--- src/rtl/osc_tick_pkg.sv ---
// Shared constants, per-channel state record and divisor clamp for the oscillator tick generator.
package osc_tick_pkg;

   localparam int DIV_MIN   = 2;
   localparam int CH_IDX_W  = 4;
   localparam int OSC_DIV_W = 8;

   typedef struct packed {
      logic [OSC_DIV_W-1:0] cnt;
      logic [OSC_DIV_W-1:0] div_q;
      logic [OSC_DIV_W-1:0] div_p;
      logic                 pend;
   } ch_state_t;

   // Divisors below 2 cannot produce a tick and a square wave, so they are raised to 2.
   function automatic logic [OSC_DIV_W-1:0] clamp_div(input logic [OSC_DIV_W-1:0] d);
      return (d < OSC_DIV_W'(DIV_MIN)) ? OSC_DIV_W'(DIV_MIN) : d;
   endfunction

endpackage

--- src/rtl/osc_tick_ch.sv ---
// One divider channel: period counter, pending divisor, registered tick pulse and square wave.
module osc_tick_ch
   import osc_tick_pkg::*;
#(
   parameter int DEF_DIV = 2
) (
   input  logic                 clk,
   input  logic                 rst_n,
   input  logic                 en_i,
   input  logic                 sync_i,
   input  logic                 wr_i,
   input  logic [OSC_DIV_W-1:0] wr_div_i,
   output logic                 pend_o,
   output logic                 tick_o,
   output logic                 sq_o
);

   ch_state_t            st_q, st_d;
   logic                 en_q, en_d;
   logic                 tick_q, tick_d;
   logic                 sq_q, sq_d;
   logic                 run;
   logic                 wrap;
   logic [OSC_DIV_W-1:0] div_c;

   always_comb begin
      div_c  = clamp_div(wr_div_i);
      // The first enabled cycle only arms the channel, so a fresh start spans div_q+1 cycles.
      run    = en_i & en_q;
      wrap   = run & ~sync_i & (st_q.cnt == st_q.div_q - 1'b1);
      st_d   = st_q;
      en_d   = en_i;
      tick_d = wrap;
      sq_d   = run & (st_q.cnt < (st_q.div_q >> 1));
      if (!en_i) begin
         st_d.cnt = '0;
         if (st_q.pend) begin
            st_d.div_q = st_q.div_p;
            st_d.pend  = 1'b0;
         end
         if (wr_i) begin
            st_d.div_q = div_c;
         end
      end else begin
         if (sync_i || wrap) begin
            st_d.cnt = '0;
         end else if (run) begin
            st_d.cnt = st_q.cnt + 1'b1;
         end
         // A queued divisor only takes over at a period boundary, so no period is cut short.
         if (wrap && st_q.pend) begin
            st_d.div_q = st_q.div_p;
            st_d.pend  = 1'b0;
         end
         if (wr_i) begin
            st_d.div_p = div_c;
            st_d.pend  = 1'b1;
         end
      end
   end

   always_ff @(posedge clk or negedge rst_n) begin
      if (!rst_n) begin
         st_q.cnt   <= '0;
         st_q.div_q <= OSC_DIV_W'(DEF_DIV);
         st_q.div_p <= OSC_DIV_W'(DEF_DIV);
         st_q.pend  <= 1'b0;
         en_q       <= 1'b0;
         tick_q     <= 1'b0;
         sq_q       <= 1'b0;
      end else begin
         st_q       <= st_d;
         en_q       <= en_d;
         tick_q     <= tick_d;
         sq_q       <= sq_d;
      end
   end

   assign pend_o = st_q.pend;
   assign tick_o = tick_q;
   assign sq_o   = sq_q;

endmodule

--- src/rtl/osc_tick_gen.sv ---
// Multi-channel programmable tick / square-wave generator; decodes the divisor write port.
module osc_tick_gen
   import osc_tick_pkg::*;
#(
   parameter int NUM_CH  = 4,
   parameter int DIV_W   = OSC_DIV_W,
   parameter int DEF_DIV = 2
) (
   input  logic                clk,
   input  logic                rst_n,
   input  logic [NUM_CH-1:0]   en_i,
   input  logic                sync_i,
   input  logic                cfg_valid,
   output logic                cfg_ready,
   input  logic [CH_IDX_W-1:0] cfg_ch,
   input  logic [DIV_W-1:0]    cfg_div,
   output logic                cfg_err_o,
   output logic [NUM_CH-1:0]   tick_o,
   output logic [NUM_CH-1:0]   sq_o
);

   localparam int SLOTS = 1 << CH_IDX_W;

   logic [NUM_CH-1:0] pend;
   logic [SLOTS-1:0]  pend_all;
   logic [NUM_CH-1:0] wr;
   logic              ch_ok;
   logic              acc_ok;
   logic              err_d, err_q;

   // Unpopulated channel slots read as never pending, so writes to them are accepted and dropped.
   always_comb begin
      pend_all               = '0;
      pend_all[NUM_CH-1:0]   = pend;
      ch_ok                  = ({1'b0, cfg_ch} < (CH_IDX_W + 1)'(NUM_CH));
      cfg_ready              = ~ch_ok | ~pend_all[cfg_ch];
      acc_ok                 = cfg_valid & cfg_ready & ch_ok;
      err_d                  = cfg_valid & ~ch_ok;
   end

   always_ff @(posedge clk or negedge rst_n) begin
      if (!rst_n) begin
         err_q <= 1'b0;
      end else begin
         err_q <= err_d;
      end
   end

   assign cfg_err_o = err_q;

   genvar gi;
   generate
      for (gi = 0; gi < NUM_CH; gi++) begin : g_ch
         assign wr[gi] = acc_ok & (cfg_ch == CH_IDX_W'(gi));

         osc_tick_ch #(
            .DEF_DIV (DEF_DIV)
         ) u_ch (
            .clk      (clk),
            .rst_n    (rst_n),
            .en_i     (en_i[gi]),
            .sync_i   (sync_i),
            .wr_i     (wr[gi]),
            .wr_div_i (OSC_DIV_W'(cfg_div)),
            .pend_o   (pend[gi]),
            .tick_o   (tick_o[gi]),
            .sq_o     (sq_o[gi])
         );
      end
   endgenerate

endmodule

--- config.mk ---
export PLATFORM = sky130hd
export DESIGN_NAME = osc_tick_gen
export DESIGN_NICKNAME = d
export VERILOG_FILES = /design/src/rtl/osc_tick_pkg.sv /design/src/rtl/osc_tick_ch.sv /design/src/rtl/osc_tick_gen.sv
export SDC_FILE = /design/constraint.sdc
export NUM_CORES = 1
export LEC_CHECK = 0
export BUFFER_PORTS_ARGS = -buffer_cell sky130_fd_sc_hd__buf_2
export CAP_MARGIN = 20
export CORE_UTILIZATION = 40
export CTS_CLUSTER_SIZE = 10
export DETAILED_ROUTE_END_ITERATION = 16
export GPL_TIMING_DRIVEN = 1
export PLACE_DENSITY = 0.62
export SYNTH_ARGS = -nofsm -noshare
export SYNTH_HDL_FRONTEND = slang
export SYNTH_SLANG_ARGS = --single-unit
--- constraint.sdc ---
create_clock -name clk -period 2.6 [get_ports clk]
set_input_delay 0.26 -clock clk [delete_from_list [all_inputs] [get_ports clk]]
set_output_delay 0.26 -clock clk [all_outputs]
set_load 0.02 [all_outputs]
==> summary.txt <==
core box area: 16,060 um^2
grt ovf: 0
dpl cells: 869
Clock Skew: 0.007990 ns
CTS tree: built
Area Growth Syn to Fin: 14.29%
Hold/Removal Path Class: in2reg
hold-critical path depth: 1
Crit Path Max Fanout: 8
Synth Instances: 647
Longest Clk Path Bufs: 2
reg2reg setup slack: 0.19 ns
P per Cell Area: 806.6 nW/um^2
Yosys Warn Count: 0
maxcap violations: 0
Total GRT Usage: 18.52%
Peak VDD IR: 0.0004949 V
total CTS buffers: 17
Root Buffer: clkbuf_16
Setup crit start kind: register
largest net degree at the start of global routing: 55
row count: 46
syn_area_per_cell: 10.30 um^2
first-pass GRT wire length: 24.09 mm
final setup vio count: 0
setup TNS: 0 ns
layout cell share with drive strength beyond 1: 17.93%
clock sinks: 113
worst slack at placement: 0.2102 ns
most frequent cells in the layout: 105 x dfrtp_1, 55 x mux2i_1, 43 x inv_1
Final min period: 2.414 ns
H-tree depth: 4
Fmax: 414.2 MHz
status: finished, final reports clean
post-route insts no fill: 902
vias in the first global route: 4,848
Max Used Layer: met4
Final WS setup: 0.1857 ns
Worst-Skew Late Latency: 0.43 ns
wire per inst: 16.03 um
global placer's final weighted congestion: 0.8760
syn_nets: 699
Initial Util: 41.48%
1st-pass router iterations: 7
Final Hold Viols: 0
Worst R2R Path Depth: 7
routed length on met3: 595 um
leading area contributor after synthesis: dfrtp_1
M1 WL: 6.545 mm
hpwl dp: 10.45 mm
n_diodes: 0
sequential area share after synthesis: 42.60%
met2 wire length: 7.102 mm
vias per inst: 5.358
Crit Path Category: reg2reg
Async SR Flop Fraction: 100.0%
top_reg_cell synth: dfrtp_1
ANT nets after route: 0
#FFs+latches synth: 113
post-synth top area share: 39.44%
fin crit share: 92.86%
Leak Pwr: 0.003679 uW
DRT iter0 DRCs: 305
worst hold slack: 0.04485 ns
Setup crit end kind: register
RSZ-0062 raised after global routing: no
commonest non-fill, non-tap cell in the layout: dfrtp_1
Die X: 131.1 um
Die H: 131.1 um
top cells by area, synth: dfrtp_1 39%, mux2i_1 8.3%, ha_1 6.0%
Reg clk slew, reported paths: 0.05 ns
post-route DRC violation count: 0
number of port buffers: 29
number of flops mapped to enable cells by yosys: 0
Distinct cells, synth: 63
initial antenna violation count: 0
CP arrival: 2.76 ns
via count: 4,833
Top Ports: 30
drt total wl: 14.46 mm
Slew HR: 50.01%
CP required: 2.95 ns
Cell Area, Synth: 6661 um^2
die area: 17,170 um^2
final layout net count: 725
worst-margin pin slew: 0.7499 ns
final slew viol count: 0
[power by group]
| group | leakage [uW] | internal [uW] | switching, uW |
|---|---|---|---|
| combinational | 0.00197 | 708 | 795 |
| clock | 0.000272 | 1410 | 868 |
| sequential | 0.00144 | 2060 | 294 |
| total | 0.00368 | 4190 | 1960 |
[path summary, 6_finish.rpt]
check,endpoint,from
max in group asynchronous,g_ch[2].u_ch.st_q[10],rst_n
worst min register to register,g_ch[0].u_ch.st_q[1],g_ch[0].u_ch.st_q[1]
worst max-delay path,g_ch[0].u_ch.st_q[10],g_ch[0].u_ch.st_q[10]
min in group asynchronous,g_ch[1].u_ch.st_q[19],rst_n
worst max register to register,g_ch[0].u_ch.st_q[10],g_ch[0].u_ch.st_q[10]
worst min-delay path,g_ch[1].u_ch.en_q,en_i[1]
[repair_timing]
action / in CTS / in global routing
hold buffers: 1 / 0
gates resized for setup: 0 / 1
setup buffers: 0 / 0
endpoints found under the setup margin: 0 / 7
hold endpoints to repair: 48 / 0
[cell type report]
| cell class | instances | area, um^2 |
|---|---|---|
| Fill cell | 1469 | 8444 |
| Inverter | 43 | 161.4 |
| Timing Repair Buffer | 44 | 275.3 |
| Sequential cell | 113 | 2838 |
| Clock inverter | 15 | 160.2 |
| Tap cell | 216 | 270.3 |
| Multi-Input combinational cell | 454 | 3483 |
| Clock buffer | 17 | 425.4 |
[cell usage after synthesis, types with 16 or more instances]
| cell type | count |
|---|---|
| ha_1 | 32 |
| nor4_1 | 18 |
| inv_1 | 43 |
| mux2_2 | 29 |
| nand4_1 | 20 |
| xnor2_1 | 33 |
| dfrtp_1 | 105 |
| clkbuf_1 | 22 |
| mux2i_1 | 55 |
| nor3_1 | 16 |
| xor2_1 | 35 |
| nor2_1 | 39 |
| nand2_1 | 38 |
[worst max-delay path, cell delays in order, from the launching register on]
cell and delay [ns]:
dfstp_2 0.56, inv_1 0.05, ha_1 0.28, xor2_1 0.16
nand3_1 0.11, nor4_1 0.41, a41oi_2 0.39, mux2_2 0.38
[state kept, by name (all words and copies together) (netlist names)]
signal / count
g_ch.u_ch.st_q: 96
g_ch.u_ch.en_q: 4
g_ch.u_ch.pend_o: 4
g_ch.u_ch.sq_o: 4
g_ch.u_ch.tick_o: 4
cfg_err_o: 1
[metrics by stage]
| stage | util (%) | instance area [um^2] | total power [uW] |
|---|---|---|---|
| floorplan | - | 6661 | 3468 |
| global placement | 43.70 | 7017 | 3812 |
| detailed placement | 43.70 | 7017 | 3880 |
| CTS | 47.41 | 7612 | 6193 |
| global route | 47.41 | 7614 | 6492 |
| finish | 47.41 | 7614 | 6141 |
[layer usage]
layer | up-vias | global-route usage [%]
li1 | 2326 | -
met2 | 78 | 30.50
met1 | 2408 | 23.29
met5 | - | 0
met4 | 0 | 7.235
met3 | 21 | 4.789
[cells by family after synthesis]
group,count (synthesis),share of synthesized area (%)
XOR/XNOR,68,8.941
adder cells (fa/ha/maj),32,6.010
multiplexers,86,13.73
flip-flops,113,42.60
buffers and inverters,80,5.221
AO/OA/AOI/OAI,77,8.284
AND/OR/NAND/NOR,191,15.21
Note: power is estimated with default switching activity, not from simulation.
